==> src/rtl/store_buffer_if.sv <==
// Store-buffer bus bundle: MEM-stage store/load request side plus the
// data-memory write-port side. The master modport is the pipeline/memory
// environment; the slave modport is the buffer itself.
interface store_buffer_if #(
    parameter int DEPTH = 4,
    parameter int AW    = 32,
    parameter int DW    = 32
);
    localparam int CW = $clog2(DEPTH + 1);

    // store request from MEM stage
    logic          st_valid;
    logic          st_ready;
    logic [AW-1:0] st_addr;
    logic [DW-1:0] st_data;
    logic          st_byte;
    logic          st_half;
    logic [31:0]   st_pc;
    logic          st_err;

    // load hazard check
    logic          ld_valid;
    logic [AW-1:0] ld_addr;
    logic          ld_stall;

    // data memory write port
    logic          dm_ready;
    logic          dm_we;
    logic [AW-1:0] dm_addr;
    logic [DW-1:0] dm_wdata;
    logic          dm_byte;
    logic          dm_half;
    logic [31:0]   dm_pc;

    // occupancy
    logic [CW-1:0] count;

    modport master (
        output st_valid, st_addr, st_data, st_byte, st_half, st_pc,
        input  st_ready, st_err,
        output ld_valid, ld_addr,
        input  ld_stall,
        output dm_ready,
        input  dm_we, dm_addr, dm_wdata, dm_byte, dm_half, dm_pc,
        input  count
    );

    modport slave (
        input  st_valid, st_addr, st_data, st_byte, st_half, st_pc,
        output st_ready, st_err,
        input  ld_valid, ld_addr,
        output ld_stall,
        input  dm_ready,
        output dm_we, dm_addr, dm_wdata, dm_byte, dm_half, dm_pc,
        output count
    );
endinterface

==> src/rtl/store_buffer.sv <==
// Posted-write FIFO between the MEM-stage store path and the data memory
// write port. Stores drain strictly in order whenever dm_ready is high; a
// load whose word matches any pending store is stalled so it never reads
// stale memory. Entry payload is not reset; only pointers/count/err are.
module store_buffer #(
    parameter int DEPTH = 4,
    parameter int AW    = 32,
    parameter int DW    = 32
) (
    input logic           clk,
    input logic           reset,
    store_buffer_if.slave bus
);
    localparam int PW = $clog2(DEPTH);
    localparam int CW = $clog2(DEPTH + 1);

    // Entry payload storage (no reset: validity comes from the pointers)
    logic [AW-1:0] addr_q [DEPTH];
    logic [DW-1:0] data_q [DEPTH];
    logic          byte_q [DEPTH];
    logic          half_q [DEPTH];
    logic [31:0]   pc_q   [DEPTH];

    // Control state
    logic [PW-1:0] wr_ptr;
    logic [PW-1:0] rd_ptr;
    logic [CW-1:0] cnt;
    logic          err;

    logic full;
    logic accept;
    logic push;
    logic pop;
    logic stall;

    // Byte stores are always aligned; halves need addr[0]==0, words addr[1:0]==0.
    function automatic logic is_aligned(input logic [AW-1:0] a,
                                        input logic is_b, input logic is_h);
        if (is_b)
            return 1'b1;
        else if (is_h)
            return (a[0] == 1'b0);
        else
            return (a[1:0] == 2'b00);
    endfunction

    // Word-granular compare; shifting keeps every address bit in the expression.
    function automatic logic word_match(input logic [AW-1:0] a, input logic [AW-1:0] b);
        return (a >> 2) == (b >> 2);
    endfunction

    // An entry is occupied when its distance from the head is below the count.
    function automatic logic is_occupied(input logic [PW-1:0] idx,
                                         input logic [PW-1:0] head,
                                         input logic [CW-1:0] n);
        logic [PW-1:0] off;
        off = idx - head;
        return CW'(off) < n;
    endfunction

    assign full   = (cnt == CW'(DEPTH));
    assign accept = bus.st_valid & ~full;
    assign push   = accept & is_aligned(bus.st_addr, bus.st_byte, bus.st_half);
    assign pop    = (cnt != '0) & bus.dm_ready;

    assign bus.st_ready = ~full;
    assign bus.st_err   = err;
    assign bus.count    = cnt;

    assign bus.dm_we    = (cnt != '0);
    assign bus.dm_addr  = addr_q[rd_ptr];
    assign bus.dm_wdata = data_q[rd_ptr];
    assign bus.dm_byte  = byte_q[rd_ptr];
    assign bus.dm_half  = half_q[rd_ptr];
    assign bus.dm_pc    = pc_q[rd_ptr];

    // Pointers, occupancy and the one-cycle misalignment pulse
    always_ff @(posedge clk or negedge reset) begin
        if (!reset) begin
            wr_ptr <= '0;
            rd_ptr <= '0;
            cnt    <= '0;
            err    <= 1'b0;
        end else begin
            err <= accept & ~push;
            if (push)
                wr_ptr <= wr_ptr + PW'(1);
            if (pop)
                rd_ptr <= rd_ptr + PW'(1);
            case ({push, pop})
                2'b10:   cnt <= cnt + CW'(1);
                2'b01:   cnt <= cnt - CW'(1);
                default: cnt <= cnt;
            endcase
        end
    end

    // Capture an aligned store at the tail; half flag is meaningless for bytes
    always_ff @(posedge clk) begin
        if (push) begin
            addr_q[wr_ptr] <= bus.st_addr;
            data_q[wr_ptr] <= bus.st_data;
            byte_q[wr_ptr] <= bus.st_byte;
            half_q[wr_ptr] <= bus.st_half & ~bus.st_byte;
            pc_q[wr_ptr]   <= bus.st_pc;
        end
    end

    // Any occupied entry in the same word as the load blocks it, including
    // the head that may be popping this cycle.
    always_comb begin
        stall = 1'b0;
        for (int i = 0; i < DEPTH; i++) begin
            if (is_occupied(PW'(i), rd_ptr, cnt) && word_match(addr_q[i], bus.ld_addr))
                stall = 1'b1;
        end
    end

    assign bus.ld_stall = bus.ld_valid & stall;

endmodule

==> src/flat_wrapper.sv <==
// flat-port wrapper written by rule: the top's interface ports become plain ports
module store_buffer_flat 
#(
    parameter int DEPTH = 4,
    parameter int AW    = 32,
    parameter int DW    = 32
)
  (clk, reset, bus_st_valid, bus_st_addr, bus_st_data, bus_st_byte, bus_st_half, bus_st_pc, bus_st_ready, bus_st_err, bus_ld_valid, bus_ld_addr, bus_ld_stall, bus_dm_ready, bus_dm_we, bus_dm_addr, bus_dm_wdata, bus_dm_byte, bus_dm_half, bus_dm_pc, bus_count);
  store_buffer_if #(.DEPTH(DEPTH), .AW(AW), .DW(DW)) bus_i ();
  input logic clk;
  input logic reset;
  input wire logic [$bits(bus_i.st_valid)-1:0] bus_st_valid;
  input wire logic [$bits(bus_i.st_addr)-1:0] bus_st_addr;
  input wire logic [$bits(bus_i.st_data)-1:0] bus_st_data;
  input wire logic [$bits(bus_i.st_byte)-1:0] bus_st_byte;
  input wire logic [$bits(bus_i.st_half)-1:0] bus_st_half;
  input wire logic [$bits(bus_i.st_pc)-1:0] bus_st_pc;
  output wire logic [$bits(bus_i.st_ready)-1:0] bus_st_ready;
  output wire logic [$bits(bus_i.st_err)-1:0] bus_st_err;
  input wire logic [$bits(bus_i.ld_valid)-1:0] bus_ld_valid;
  input wire logic [$bits(bus_i.ld_addr)-1:0] bus_ld_addr;
  output wire logic [$bits(bus_i.ld_stall)-1:0] bus_ld_stall;
  input wire logic [$bits(bus_i.dm_ready)-1:0] bus_dm_ready;
  output wire logic [$bits(bus_i.dm_we)-1:0] bus_dm_we;
  output wire logic [$bits(bus_i.dm_addr)-1:0] bus_dm_addr;
  output wire logic [$bits(bus_i.dm_wdata)-1:0] bus_dm_wdata;
  output wire logic [$bits(bus_i.dm_byte)-1:0] bus_dm_byte;
  output wire logic [$bits(bus_i.dm_half)-1:0] bus_dm_half;
  output wire logic [$bits(bus_i.dm_pc)-1:0] bus_dm_pc;
  output wire logic [$bits(bus_i.count)-1:0] bus_count;
  assign bus_i.st_valid = bus_st_valid;
  assign bus_i.st_addr = bus_st_addr;
  assign bus_i.st_data = bus_st_data;
  assign bus_i.st_byte = bus_st_byte;
  assign bus_i.st_half = bus_st_half;
  assign bus_i.st_pc = bus_st_pc;
  assign bus_st_ready = bus_i.st_ready;
  assign bus_st_err = bus_i.st_err;
  assign bus_i.ld_valid = bus_ld_valid;
  assign bus_i.ld_addr = bus_ld_addr;
  assign bus_ld_stall = bus_i.ld_stall;
  assign bus_i.dm_ready = bus_dm_ready;
  assign bus_dm_we = bus_i.dm_we;
  assign bus_dm_addr = bus_i.dm_addr;
  assign bus_dm_wdata = bus_i.dm_wdata;
  assign bus_dm_byte = bus_i.dm_byte;
  assign bus_dm_half = bus_i.dm_half;
  assign bus_dm_pc = bus_i.dm_pc;
  assign bus_count = bus_i.count;
  store_buffer #(.DEPTH(DEPTH), .AW(AW), .DW(DW)) u_core (.clk(clk), .reset(reset), .bus(bus_i));
endmodule
==> config.mk <==
export PLATFORM = sky130hd
export DESIGN_NAME = store_buffer_flat
export DESIGN_NICKNAME = d
export VERILOG_FILES = /design/src/rtl/store_buffer_if.sv /design/src/rtl/store_buffer.sv /design/src/flat_wrapper.sv
export SDC_FILE = /design/constraint.sdc
export NUM_CORES = 1
export LEC_CHECK = 0
export ABC_CLOCK_PERIOD_IN_PS = 3410
export BUFFER_PORTS_ARGS = -buffer_cell sky130_fd_sc_hd__buf_4
export CORE_ASPECT_RATIO = 1.25
export CORE_UTILIZATION = 25
export CTS_BUF_LIST = sky130_fd_sc_hd__clkbuf_4
export DETAILED_ROUTE_END_ITERATION = 10
export HOLD_SLACK_MARGIN = 0.06
export PLACE_DENSITY = 0.47
export SKIP_LAST_GASP = 1
export SYNTH_ARGS = -nofsm -noshare
export SYNTH_HDL_FRONTEND = slang
export SYNTH_SLANG_ARGS = --single-unit
==> constraint.sdc <==
create_clock -name clk -period 3.41 [get_ports clk]
set_input_delay 0.682 -clock clk [delete_from_list [all_inputs] [get_ports clk]]
set_output_delay 0.682 -clock clk [all_outputs]
set_load 0.005 [all_outputs]
==> run metrics, run 1 <==
Synth Area in Adders=0.00830; Compound-Gate Fraction of Synth Area=0.00517; largest net degree at the start of global routing=75; sw frac=0.302; first-pass GRT wire length=62300 um; nets=about 1.3k; vias in the first global route=about 9.7k; core area=approximately 63000 um^2; Worst Path Required=around 2700 ps; r2r setup slk=roughly 920 ps; Slew @ Worst Pin=between 600 and 700 ps; met3 wire len=approximately 3200 um; main combinational cell family by area after synthesis=multiplexers; WL/cell=20.5 um; Synth Area in Simple Gates=0.0213; Filler cells=just over 6k; die area=roughly 65000 um^2; Clock Pin Slew Worst Setup and Hold Paths=approximately 60 ps; Switch Pwr=a little under 5 mW; Comb power frac=0.341; Power, Total=16.1 mW; GPL Wtd Cong=slightly above 0.8; clock skew=between 40 and 50 ps; Reg power frac=0.400; startpoint types=flip-flop; FP Rows=103; mux share of post-synthesis cell area=0.138; slew margin rel.=0.594; crit-path max FO=5; CTS tree=yes; register area=roughly 12000 um^2; internal power=around 11 mW; Vias=between 8k and 9k; Residual DRC=0; #FFs+latches synth=400; Mapped Area=between 15000 and 20000 um^2; Syn-to-layout area delta=36.3%; DRT Wirelength=between 40000 and 50000 um; # IOs=between 200 and 250; post-route setup slack=~65 ps; TritonRoute pass-1 iters=4; initial core utilization=0.253; port bufs=237; Slew Viols, Final=0; H-tree levels=3; post-synth top area share=0.736; share of layout cells above drive strength 1=0.451; Mean Syn Cell Area=between 20 and 25 um^2; Net Count, Synth=between 800 and 900; dpl ws=352 ps; Routed met2 length=roughly 22000 um; wire length on met1=17000 um; fmax=0.299 GHz; post-synth top area cell=edfxtp_1; status=complete, no violations; critical path class=flip-flop to primary output; setup violators final=0; Worst Path Arrival=roughly 2700 ps; Clock power frac=0.259; Yosys cell types=28; sequential share of the synthesized area=0.749; DP HPWL=between 20000 and 30000 um; clock buffer depth=3; Post-Syn Instances=between 700 and 800; root buf cell=clkbuf_4; top layer in use=met4; synth warn=0; multi-input logic area=roughly 4100 um^2; initial antenna violation count=1; P per Cell Area=737 nW/um^2; Vias per Instance=between 4 and 5; HP Class=input port to asynchronous set/reset pin; min Tclk post-route=roughly 3300 ps; gr usage total=0.131; VDD IR max=approximately 0.0004 V; Num CTS Buffers=around 100; clock sinks=400; max-cap viol count=0; Lkg Pwr=between 7 and 8 nW; drt initial violations=roughly 440; Chip Width=about 230 um; synth top area cells=edfxtp_1 (74%), mux4_2 (14%), xor2_1 (6.2%); fin crit share=0.981; Final ANT Viol Nets=0; unrepaired setup endpoints after global routing=true; grt ovf=0; xor/xnor share of the synthesized area=0.0696; clk_lat worst skew=around 840 ps; Setup crit end kind=primary output; Final Hold Fails=0; Chip Height=285 um
-- metrics by stage --
stage	TNS (ps)	instances	area (um^2)	utilization	hold WS, ps
2_1_floorplan	0	739	16000	-	386
3_3_place_gp	0	1816	19100	0.302	499
3_5_place_dp	0	1816	19100	0.302	523
4_1_cts	-3660	2102	21600	0.342	101
5_1_grt	-86.3	2109	21800	0.345	160
6_report	0	2109	21800	0.345	243
-- worst max-delay path: stages (launching register included) --
cell       delay (ps)
dfrtp_4           520
a21oi_1           500
a2111oi_4         140
or4_4             560
buf_6             130
-- sequential cells by signal, indices dropped and copies added (netlist names) --
name	count
u_core.addr_q	128
u_core.bus.count	3
u_core.bus.st_err	1
u_core.half_q	4
u_core.byte_q	4
u_core.pc_q	128
u_core.wr_ptr	2
u_core.rd_ptr	2
u_core.data_q	128
-- cells in the final DEF, fill, tap and decap left out, types with 3 or more instances in the layout --
| master | count |
|---|---|
| nand4_1 | 8 |
| and2_4 | 4 |
| nand2_1 | 4 |
| buf_12 | 14 |
| inv_1 | 6 |
| clkbuf_4 | 153 |
| dfrtp_1 | 6 |
| clkinv_1 | 17 |
| clkinv_2 | 7 |
| edfxtp_1 | 392 |
| a21oi_2 | 3 |
| buf_6 | 3 |
| nand3_1 | 4 |
| a21oi_1 | 3 |
| nor4_1 | 15 |
| mux4_2 | 98 |
| ha_1 | 6 |
| nor4_2 | 8 |
| buf_4 | 249 |
| dlygate4sd3_1 | 99 |
| xnor2_1 | 13 |
| xor2_1 | 111 |
| inv_2 | 5 |
-- cells by family after synthesis --
group | count (synthesis)
AOI/OAI and AO/OA | 13
xor gates and xnor gates | 127
adders and majority gates | 10
buffers and inverters | 34
DFF | 400
muxes | 98
and+or+nand+nor | 57
-- path summary, 6_finish.rpt --
check	startpoint	to	cells after the start
max	u_core.rd_ptr[0]	bus_ld_stall	4
max reg2reg	u_core.bus.count[1]	u_core.pc_q[0][16]	6
min reg2reg	u_core.bus.count[1]	u_core.bus.count[1]	2
max in group asynchronous	reset	u_core.rd_ptr[1]	2
min	reset	u_core.rd_ptr[0]	2
min in group clk	bus_dm_ready	u_core.rd_ptr[0]	3
-- final cells by class --
type,instances,share of cell area
multi-input cells,305,0.188
clock buffers,153,0.0527
diodes,1,0.000115
flip-flops and latches,400,0.550
repair buffers,369,0.151
well taps,840,0.0482
inverters,11,0.00207
clock inverters,30,0.00867
-- synth_stat cells --
cell and n:
a2111oi_0 4, a21oi_1 6, and2_1 5, and3_1 1
buf_1 9, buf_2 11, clkbuf_1 3, dfrtp_1 8
edfxtp_1 392, fa_1 1, ha_1 9, inv_1 9
inv_2 2, mux4_2 98, nand2_1 4, nand3_1 4
nand3_2 2, nand4_1 8, nor2_1 2, nor2b_1 2
nor3_1 4, nor4_1 24, o21ai_0 1, o21ai_1 1
o21bai_1 1, or4_1 1, xnor2_1 13, xor2_1 114
-- power by group through the flow --
stage	Clock, mW	Combinational [mW]	Sequential, mW
2_1_floorplan	0	2.56	6.46
3_3_place_gp	0	5.17	6.49
3_5_place_dp	0	5.15	6.52
4_1_cts	4.36	5.47	6.44
5_1_grt	4.59	5.94	6.48
6_report	4.16	5.48	6.43
-- layer usage --
layer / up-vias / track usage
met5: - / 0
met4: 0 / 0.0565
met3: 63 / 0.0426
met2: 315 / 0.226
met1: 4500 / 0.149
li1: 4005 / -
-- what timing repair did --
action | CTS | global route
gates resized for setup | 17 | 28
pin swaps | 2 | 19
hold buffers | 99 | 0
cloned | 1 | 1
buffers inserted | 3 | 5
hold endpoints to repair | 397 | 0
endpoints found under the setup margin | 99 | 87
No activity file was read; power rests on OpenSTA's default activity.
==> inputs of run 2 (changes only) <==
CTS_BUF_LIST = sky130_fd_sc_hd__clkbuf_8   (was sky130_fd_sc_hd__clkbuf_4)
==> run metrics, run 2 (same netlist as run 1, synthesis figures left out) <==
buffer count from post-CTS setup fixing=0 (was 3); initial antenna violation count=2 (was 1); max-cap viol count=0 (unchanged); worst hold path cell count=1; post-route setup slack=154 ps (was 65.0 ps); commonest non-fill, non-tap cell in the layout=edfxtp_1 (unchanged); initial core utilization=0.253 (unchanged); Final ANT Viol Nets=0 (unchanged); reg-to-reg endpoint=u_core.bus.count[2] (was u_core.pc_q[0][16]); drt initial violations=407 (was 436); TritonRoute pass-1 iters=4 (unchanged); Worst Hold Path EP=u_core.data_q[0][13]; crit-path max FO=7 (was 5); setup violators final=0 (unchanged); clock sinks=400 (unchanged); critical path class=flip-flop to primary output (unchanged); Hold WS=243 ps (about the same); most frequent cells in the layout=edfxtp_1 (392), buf_4 (244), xor2_1 (113) (was edfxtp_1 (392), buf_4 (249), clkbuf_4 (153)); DRT Wirelength=41900 um (was 43200 um); die area=65000 um^2 (unchanged); r2r setup slk=920 ps (about the same); largest net degree at the start of global routing=75 (unchanged); Worst Path Required=2730 ps (about the same); root buf cell=clkbuf_8 (was clkbuf_4); clock buffer depth=3 (unchanged); Vias per Instance=4.22 (was 4.21); Filler cells=6184 (was 6158); Residual DRC=0 (unchanged); vias in the first global route=9131 (was 9742); nets=1193 (was 1336); Num CTS Buffers=69 (was 104); Placement Cell Area=19100 um^2 (unchanged); Final Hold Fails=0 (unchanged); DP HPWL=28100 um (unchanged); Reg2Reg Depth=10 (was 6); Setup crit end kind=primary output (unchanged); # IOs=240 (unchanged); CTS tree=yes (unchanged); clock skew=15.8 ps (was 49.5 ps); fin crit share=0.955 (was 0.981); HP Class=input port to flip-flop (was input port to asynchronous set/reset pin); reg2reg start=u_core.bus.count[1] (unchanged); # diodes=0 (was 1); grt ovf=0 (unchanged); GPL Wtd Cong=0.817 (unchanged); Core Util, Final=0.323 (was 0.345); Chip Height=285 um (unchanged); Crit. Startpoint=u_core.bus.count[1] (was u_core.rd_ptr[0]); P per Cell Area=757 nW/um^2 (was 737 nW/um^2); final std cells w/o fill=1940 (was 2109); share of layout cells above drive strength 1=0.411 (was 0.451); Slew Viols, Final=0 (unchanged); hold_sp=bus_st_data[13]; core area=63100 um^2 (unchanged); first-pass GRT wire length=60900 um (was 62300 um); unrepaired setup endpoints after global routing=false (was true); VDD IR max=0.000592 V (was 0.000399 V); slew margin rel.=0.527 (was 0.594); H-tree levels=3 (unchanged); Lkg Pwr=7.04 nW (was 7.63 nW); startpoint types=flip-flop (unchanged); Slew @ Worst Pin=710 ps (was 609 ps); gr usage total=0.129 (was 0.131); setup_tns=0 ps (unchanged); Chip Width=228 um (unchanged); FP Rows=103 (unchanged); Syn-to-layout area delta=27.4% (was 36.3%); Power, Total=15.4 mW (was 16.1 mW); register area=12000 um^2 (unchanged); Vias=8187 (was 8883); Worst Path Arrival=2570 ps (was 2660 ps); clk_lat worst skew=640 ps (was 840 ps); dpl ws=352 ps (unchanged); largest registers=u_core.addr_q: 128 flops, u_core.data_q: 128 flops, u_core.pc_q: 128 flops (unchanged); port bufs=237 (unchanged); status=complete, no violations (unchanged); min Tclk post-route=3260 ps (was 3340 ps); multi-input logic area=3910 um^2 (was 4090 um^2); final instance area=20400 um^2 (was 21800 um^2); fmax=0.307 GHz (was 0.299 GHz); Placed Cells=1816 (unchanged); WL/cell=21.6 um (was 20.5 um); Clock Pin Slew Worst Setup and Hold Paths=60 ps (about the same)
run 2: changes by cell type in the layout (fill, tap and decap cells not counted), moves of 5 or more:
cell           before  now
dlygate4sd3_1      99    1
nor4_2              8    0
clkbuf_8            0   70
buf_4             249  244
inv_1               6   32
nor4_1             15   24
clkbuf_4          153    0
run 2: routing by layer:
| layer | share of wire | global-route usage | vias to the layer above |
|---|---|---|---|
| li1 | - | - | 3654 |
| met1 | 0.39 | 0.144 | 4182 |
| met2 | 0.51 | 0.222 | 278 |
| met3 | 0.075 | 0.0461 | 69 |
| met4 | 0.028 | 0.0567 | 4 |
| met5 | 0.00055 | 0 | - |
run 2: final cells by class:
class,count,share of cell area
Multi-Input combinational cell,305,0.192
Timing Repair Buffer,261,0.106
Sequential cell,400,0.588
Clock inverter,53,0.0131
Clock buffer,70,0.0473
Inverter,11,0.00203
Tap cell,840,0.0516
run 2: power by group:
| group | total (mW) | internal, mW | switching (mW) |
|---|---|---|---|
| Sequential | 6.42 | 6.18 | 0.247 |
| Combinational | 5.02 | 2.55 | 2.47 |
| Clock | 3.97 | 2.00 | 1.97 |
run 2: critical path, cell delays in order, from the launching register on:
cell and delay, ps:
dfrtp_1 400, inv_1 320, ha_1 230, a21oi_1 70
nand4_1 130, a2111oi_0 60, or4_1 570, buf_4 160
run 2: timing repair:
item | CTS | global route
gates resized for setup | 4 | 3
setup endpoints to repair | 34 | 1
hold endpoints to repair | 8 | 0
hold buffers | 1 | 0
run 2: how the worst max path moves through the flow:
stage / end
global route: bus_ld_stall
detailed placement: bus_ld_stall
CTS: bus_ld_stall
finish: bus_ld_stall
floorplan: u_core.addr_q[0][0]
global placement: bus_ld_stall
